`config.mk`:
```
export PLATFORM = sky130hd
export DESIGN_NAME = fetch_sequencer_flat
export DESIGN_NICKNAME = d
export VERILOG_FILES = /design/src/rtl/fetch_sequencer_pkg.sv /design/src/rtl/fetch_sequencer_if.sv /design/src/rtl/fetch_sequencer_next_pc_calc.sv /design/src/rtl/fetch_sequencer.sv /design/src/flat_wrapper.sv
export SDC_FILE = /design/constraint.sdc
export NUM_CORES = 1
export LEC_CHECK = 0
export BUFFER_PORTS_ARGS = -buffer_cell sky130_fd_sc_hd__clkbuf_2
export CAP_MARGIN = 20
export CELL_PAD_IN_SITES_DETAIL_PLACEMENT = 1
export CELL_PAD_IN_SITES_GLOBAL_PLACEMENT = 1
export CORE_AREA = 2 2 125 127
export CTS_BUF_LIST = sky130_fd_sc_hd__clkbuf_8
export DETAILED_ROUTE_END_ITERATION = 8
export DIE_AREA = 0 0 127 129
export PLACE_DENSITY = 0.95
export SLEW_MARGIN = 40
export SYNTH_ARGS = -nofsm -noshare
export SYNTH_HDL_FRONTEND = slang
export SYNTH_SLANG_ARGS = --single-unit
```
`constraint.sdc`:
```
create_clock -name clk -period 6.87 [get_ports clk]
set_input_delay 1.374 -clock clk [delete_from_list [all_inputs] [get_ports clk]]
set_output_delay 1.374 -clock clk [all_outputs]
set_load 0.05 [all_outputs]
```
`src/rtl/fetch_sequencer_pkg.sv`:
```
// fetch_seq_pkg: shared types and constants for the fetch sequencer.
//   seqState_t : sequencer FSM states (IDLE, FETCH, EXEC, FAULT)
//   PC_INCR    : sequential PC step (one 32-bit instruction)
//   WAIT_W     : width of the fetch wait counter (covers MAX_WAIT up to 255)
package fetch_seq_pkg;

    typedef enum logic [1:0] {
        IDLE  = 2'd0,
        FETCH = 2'd1,
        EXEC  = 2'd2,
        FAULT = 2'd3
    } seqState_t;

    localparam logic [31:0] PC_INCR = 32'd4;
    localparam int          WAIT_W  = 8;

endpackage

```
`src/rtl/fetch_sequencer_if.sv`:
```
// fetch_sequencer_if: bundles the instruction-memory handshake, the datapath
// hand-off and the status/counter outputs of the fetch sequencer.
//   master : sequencer side (drives imem_req/imem_addr, instr, pc, status)
//   slave  : environment side (memory + datapath + control)
interface fetch_sequencer_if;

    logic        run;
    logic        imem_req;
    logic [31:0] imem_addr;
    logic        imem_ack;
    logic [31:0] imem_rdata;
    logic [31:0] instr;
    logic        instr_valid;
    logic        exec_done;
    logic        SaltoCond;
    logic        oZero;
    logic [31:0] extSigno;
    logic [31:0] pc;
    logic        fault;
    logic [31:0] instret;
    logic [31:0] stall_cycles;

    modport master (
        input  run, imem_ack, imem_rdata, exec_done, SaltoCond, oZero, extSigno,
        output imem_req, imem_addr, instr, instr_valid, pc, fault, instret, stall_cycles
    );

    modport slave (
        output run, imem_ack, imem_rdata, exec_done, SaltoCond, oZero, extSigno,
        input  imem_req, imem_addr, instr, instr_valid, pc, fault, instret, stall_cycles
    );

endinterface

```
`src/rtl/fetch_sequencer_next_pc_calc.sv`:
```
// next_pc_calc: combinational next-PC generator.
//   pc        : current program counter
//   SaltoCond : branch instruction flag
//   oZero     : ALU zero flag
//   extSigno  : sign-extended branch offset in words
//   next_pc   : pc + 4, plus (extSigno << 2) when the branch is taken
// All arithmetic is 32-bit modulo; the word-to-byte shift drops extSigno[31:30].
module next_pc_calc
    import fetch_seq_pkg::*;
(
    input  logic [31:0] pc,
    input  logic        SaltoCond,
    input  logic        oZero,
    input  logic [31:0] extSigno,
    output logic [31:0] next_pc
);

    logic [31:0] brOffset;

    assign brOffset = (SaltoCond & oZero) ? (extSigno << 2) : 32'd0;
    assign next_pc  = pc + PC_INCR + brOffset;

endmodule

```
`src/rtl/fetch_sequencer.sv`:
```
// fetch_sequencer: multi-cycle fetch/execute sequencer owning the PC.
//   clk   : system clock, rising edge
//   reset : asynchronous, active-high reset
//   bus   : fetch_sequencer_if.master
//           run              - allow new fetches to start
//           imem_req/addr    - fetch request; addr always equals pc
//           imem_ack/rdata   - memory accept + instruction word
//           instr/instr_valid- latched instruction held for the datapath
//           exec_done        - datapath finished; commits next pc
//           SaltoCond/oZero/extSigno - branch decision, sampled on exec_done
//           pc, fault        - program counter, sticky fetch timeout
//           instret/stall_cycles - perf counters
// Build option: define PERF_CNT_EN to implement instret/stall_cycles;
// otherwise both outputs are tied to zero and no counter flops exist.
module fetch_sequencer
    import fetch_seq_pkg::*;
#(
    parameter logic [31:0] RESET_PC = 32'h0000_0000,
    parameter int          MAX_WAIT = 15
) (
    input  logic              clk,
    input  logic              reset,
    fetch_sequencer_if.master bus
);

    localparam logic [WAIT_W-1:0] WAIT_LAST = WAIT_W'(MAX_WAIT - 1);

    seqState_t         state, stateNxt;
    logic [31:0]       pcQ, pcNxt;
    logic [31:0]       instrQ, instrNxt;
    logic              reqQ, reqNxt;
    logic              validQ, validNxt;
    logic              faultQ, faultNxt;
    logic [WAIT_W-1:0] waitCnt, waitNxt;
    logic [31:0]       nextPc;

    next_pc_calc uNextPc (
        .pc        (pcQ),
        .SaltoCond (bus.SaltoCond),
        .oZero     (bus.oZero),
        .extSigno  (bus.extSigno),
        .next_pc   (nextPc)
    );

    always_ff @(posedge clk or posedge reset) begin
        if (reset) begin
            state   <= IDLE;
            pcQ     <= RESET_PC;
            instrQ  <= 32'd0;
            reqQ    <= 1'b0;
            validQ  <= 1'b0;
            faultQ  <= 1'b0;
            waitCnt <= '0;
        end else begin
            state   <= stateNxt;
            pcQ     <= pcNxt;
            instrQ  <= instrNxt;
            reqQ    <= reqNxt;
            validQ  <= validNxt;
            faultQ  <= faultNxt;
            waitCnt <= waitNxt;
        end
    end

    always_comb begin
        stateNxt = state;
        pcNxt    = pcQ;
        instrNxt = instrQ;
        reqNxt   = reqQ;
        validNxt = validQ;
        faultNxt = faultQ;
        waitNxt  = waitCnt;
        case (state)
            IDLE: begin
                if (bus.run) begin
                    stateNxt = FETCH;
                    reqNxt   = 1'b1;
                end
            end
            FETCH: begin
                // An ack in the timeout cycle still wins over the fault.
                if (bus.imem_ack) begin
                    stateNxt = EXEC;
                    instrNxt = bus.imem_rdata;
                    validNxt = 1'b1;
                    reqNxt   = 1'b0;
                    waitNxt  = '0;
                end else if (waitCnt == WAIT_LAST) begin
                    stateNxt = FAULT;
                    reqNxt   = 1'b0;
                    faultNxt = 1'b1;
                end else begin
                    waitNxt = waitCnt + 1'b1;
                end
            end
            EXEC: begin
                if (bus.exec_done) begin
                    pcNxt    = nextPc;
                    validNxt = 1'b0;
                    if (bus.run) begin
                        stateNxt = FETCH;
                        reqNxt   = 1'b1;
                    end else begin
                        stateNxt = IDLE;
                    end
                end
            end
            FAULT: begin
                // Terminal until reset; pc stays frozen.
                reqNxt   = 1'b0;
                validNxt = 1'b0;
                faultNxt = 1'b1;
            end
            default: stateNxt = IDLE;
        endcase
    end

    assign bus.imem_req    = reqQ;
    assign bus.imem_addr   = pcQ;
    assign bus.instr       = instrQ;
    assign bus.instr_valid = validQ;
    assign bus.pc          = pcQ;
    assign bus.fault       = faultQ;

`ifdef PERF_CNT_EN
    logic [31:0] instretQ;
    logic [31:0] stallQ;

    always_ff @(posedge clk or posedge reset) begin
        if (reset) begin
            instretQ <= 32'd0;
            stallQ   <= 32'd0;
        end else begin
            if (state == EXEC && bus.exec_done)
                instretQ <= instretQ + 32'd1;
            if (state == FETCH && !bus.imem_ack)
                stallQ <= stallQ + 32'd1;
        end
    end

    assign bus.instret      = instretQ;
    assign bus.stall_cycles = stallQ;
`else
    assign bus.instret      = 32'd0;
    assign bus.stall_cycles = 32'd0;
`endif

endmodule

```
`src/flat_wrapper.sv`:
```
// flat-port wrapper written by rule: the top's interface ports become plain ports
module fetch_sequencer_flat import fetch_seq_pkg::*;
#(
    parameter logic [31:0] RESET_PC = 32'h0000_0000,
    parameter int          MAX_WAIT = 15
)
  (clk, reset, bus_run, bus_imem_ack, bus_imem_rdata, bus_exec_done, bus_SaltoCond, bus_oZero, bus_extSigno, bus_imem_req, bus_imem_addr, bus_instr, bus_instr_valid, bus_pc, bus_fault, bus_instret, bus_stall_cycles);
  fetch_sequencer_if bus_i ();
  input  logic clk;
  input  logic reset;
  input wire logic [$bits(bus_i.run)-1:0] bus_run;
  input wire logic [$bits(bus_i.imem_ack)-1:0] bus_imem_ack;
  input wire logic [$bits(bus_i.imem_rdata)-1:0] bus_imem_rdata;
  input wire logic [$bits(bus_i.exec_done)-1:0] bus_exec_done;
  input wire logic [$bits(bus_i.SaltoCond)-1:0] bus_SaltoCond;
  input wire logic [$bits(bus_i.oZero)-1:0] bus_oZero;
  input wire logic [$bits(bus_i.extSigno)-1:0] bus_extSigno;
  output wire logic [$bits(bus_i.imem_req)-1:0] bus_imem_req;
  output wire logic [$bits(bus_i.imem_addr)-1:0] bus_imem_addr;
  output wire logic [$bits(bus_i.instr)-1:0] bus_instr;
  output wire logic [$bits(bus_i.instr_valid)-1:0] bus_instr_valid;
  output wire logic [$bits(bus_i.pc)-1:0] bus_pc;
  output wire logic [$bits(bus_i.fault)-1:0] bus_fault;
  output wire logic [$bits(bus_i.instret)-1:0] bus_instret;
  output wire logic [$bits(bus_i.stall_cycles)-1:0] bus_stall_cycles;
  assign bus_i.run = bus_run;
  assign bus_i.imem_ack = bus_imem_ack;
  assign bus_i.imem_rdata = bus_imem_rdata;
  assign bus_i.exec_done = bus_exec_done;
  assign bus_i.SaltoCond = bus_SaltoCond;
  assign bus_i.oZero = bus_oZero;
  assign bus_i.extSigno = bus_extSigno;
  assign bus_imem_req = bus_i.imem_req;
  assign bus_imem_addr = bus_i.imem_addr;
  assign bus_instr = bus_i.instr;
  assign bus_instr_valid = bus_i.instr_valid;
  assign bus_pc = bus_i.pc;
  assign bus_fault = bus_i.fault;
  assign bus_instret = bus_i.instret;
  assign bus_stall_cycles = bus_i.stall_cycles;
  fetch_sequencer #(.RESET_PC(RESET_PC), .MAX_WAIT(MAX_WAIT)) u_core (.clk(clk), .reset(reset), .bus(bus_i));
endmodule
```
==> impl_metrics.toml <==
[synth]
synth_flop_cell = "dfrtp_1"
synth.most_common_cell = "buf_4"
synth_edf_count = 0
netlist_instances = 644
synth_top_cell_area_share_pct = 31.63
synth-seq-area-share_pct = 31.63
synth_area_leader_cell = "dfrtp_1"
yosys_register_bits = 75
synth_common_cells = "buf_4, dfrtp_1, ha_1"
synth_area_leaders = "dfrtp_1, ha_1, buf_4"
synth_area_per_cell_um2 = 9.213
netlist-cell-type-count = 60
ys.warnings.count = 0
async_reset_ff_share_pct = 100.0
synthesis.area_um2 = 5933

[run]
max-cap-violations = 0

[die]
rows = 45
initial_core_util_pct = 39.62
design.die.area_um2 = 16380
core-area_um2 = 14980
io_pins = 234
die_h_um = 129
die_w_um = 127

[finish]
nets = 903
insertedDiodeCount = 0
synthToLayoutAreaGrowth_pct = 11.58
final_layout_size_suffix_gt1_share_pct = 29.18
fin_util_pct = 44.20

[timing]
fin_tns_setup_ps = 0
fmax_mhz = 233.6
finalMaxSlewViolations = 0
worst_pin_slew_ps = 690.1
fin_skew_ps = 10.83
slew_headroom_pct = 54.00
period_minus_slack_ps = 4281
hold_viol = 0
grt_setup_unrepaired = "no"
min_period_over_period_pct = 62.32
setup_viol = 0

[detailed_routing]
routed_wl_mm = 15.57
drt_iter0_markers = 172
wl_per_cell_um = 16.24
via_per_inst = 5.106
drcViolationCount = 0
ant_nets = 0
drtPass1Iterations = 4
vias = 4897

[global_routing]
grt_use_met3_pct = 4.574
grt_busiest_layer = "met2"
grt_pass1_vias = 5160
grt_use_met1_pct = 20.87
gr-usage-all-layers_pct = 19.02
antenna_found_initial = 0
overflow = 0
grtUsageMet2_pct = 36.34
grt_max_degree = 76
grt_pass1_wl_mm = 25.12

[clock_tree]
cts.sinks = 75
clk_latency_ps = 360
cts_setup_buffers = 0
clockBufferDepth = 2
htreeDepth = 3
cts_tree = "yes"
ctsResizeCount = 0
clkTransAtPathRegs_ps = 80
cts_buffers = 9
postCtsHoldBufs = 0
cts-root-buf = "clkbuf_8"

[setup_path]
cp-end-kind = "register"
crit_required_ps = 7160
arrival_ps = 4570
cpMaxStageDelayCell = "or4_1"
cpMostUsedCell = "ha_1"
path_cells = "clkbuf_2, and3_1, ha_1, ha_1, fa_1, a211oi_2, nor3_1, o211ai_2, a211oi_1, or4_1, a21oi_2, xor2_1"
r2r_slack_ps = 3800
crit_path_max_fanout = 30
crit_type = "input pin to register"
max_stage_delay_ps = 500
start_kind = "input pin"

[hold_path]
hp-class = "register to register"

[power]
net-switching-power_mw = 1.846
clkPwrFrac_pct = 10.8
leakage_nw = 3.599
switching_share_pct = 58.63
ir_drop_uv = 204.3
power.internal_mw = 1.303
pwr-share-seq_pct = 25.0
comb_power_share_pct = 64.2
power_per_cell_area_nw_per_um2 = 475.6

[placed_design]
place.gp.congestion = 0.8101
dp_hpwl_mm = 12.44
io_buffers = 163

[status]
outcome = "completed"
[critical path: cells and delay by family]
kind | cells | cell delay, ps
adders and majority gates | 3 | 920
buffers and inverters | 1 | 340
and+or+nand+nor | 3 | 970
xor gates and xnor gates | 1 | 150
AOI/OAI and AO/OA | 4 | 810
[per-layer routing]
layer / up-vias / part of all wire, %
met5: - / 0
met4: 0 / 1.5
met3: 23 / 6.2
met2: 172 / 52
met1: 2340 / 40
li1: 2362 / -
[cells in the final DEF, fill, tap and decap left out, drive strengths merged, types with 4 or more instances in the layout]
master / Yosys / final
a31oi: 5 / 5
a211oi: 5 / 5
and3: 33 / 33
xnor2: 12 / 12
o31ai: 4 / 4
nand2: 63 / 63
o21bai: 6 / 6
nand3: 12 / 12
dfrtp: 75 / 75
mux2: 32 / 32
nand4: 9 / 9
inv: 14 / 14
xor2: 11 / 11
conb: 1 / 68
ha: 64 / 64
nor2: 21 / 21
a21oi: 33 / 33
clkbuf: 16 / 172
nor3: 6 / 6
and2: 4 / 4
a21o: 20 / 20
o211ai: 4 / 4
o21ai: 52 / 52
[state kept, by name, indices dropped and copies added (netlist names)]
| register | count |
|---|---|
| u_core.bus.fault | 1 |
| u_core.bus.imem_addr | 30 |
| u_core.bus.imem_req | 1 |
| u_core.bus.instr | 32 |
| u_core.bus.instr_valid | 1 |
| u_core.state | 2 |
| u_core.waitCnt | 8 |
[kinds of logic after synthesis]
logic type	after synthesis	synth area share, %
AO/OA/AOI/OAI	147	15.96
XOR/XNOR	23	3.395
adder cells (fa/ha/maj)	65	13.83
buffers and inverters	135	14.93
flip-flops	75	31.63
multiplexers	34	6.411
other	1	0.06320
AND/OR/NAND/NOR	164	13.77
[power by group through the flow]
stage	combinational (mW)	clock (mW)	sequential (mW)
floorplan	1.10	0	1.37
CTS	2.04	0.357	0.792
finish	2.02	0.340	0.788
global placement	1.97	0	0.780
global route	2.16	0.372	0.815
detailed placement	2.03	0	0.801
[metrics by stage]
stage | hold slack (ps) | cell area [um^2] | power, mW | std cells | worst slack (ps)
floorplan | 437.6 | 6185 | 2.474 | 711 | 2537
global placement | 442.6 | 6425 | 2.751 | 944 | 2203
detailed placement | 494.4 | 6429 | 2.826 | 944 | 2162
CTS | 503.7 | 6620 | 3.184 | 959 | 2567
global route | 525.3 | 6620 | 3.349 | 959 | 2361
finish | 505.8 | 6620 | 3.148 | 959 | 2589
[layout make-up]
cell class	instances	area (um^2)
clock inverter	6	67.56
timing repair buffer	166	842.1
inverter	14	52.55
clock buffer	9	123.9
sequential	75	1877
fill	1841	8357
multi-input combinational	501	3422
tap	188	235.2
[final timing paths]
| path | to | from | depth (start not counted) |
|---|---|---|---|
| worst min register to register | u_core.waitCnt[3] | u_core.waitCnt[3] | 1 |
| worst max-delay path | u_core.bus.imem_addr[31] | bus_SaltoCond | 12 |
| worst max register to register | u_core.bus.imem_addr[31] | u_core.bus.imem_addr[3] | 10 |
| min in group asynchronous | u_core.bus.instr[26] | reset | 3 |
| worst min-delay path | u_core.waitCnt[3] | u_core.waitCnt[3] | 1 |
| max in group asynchronous | u_core.bus.imem_addr[14] | reset | 3 |
No activity file was read; power rests on OpenSTA's default activity.
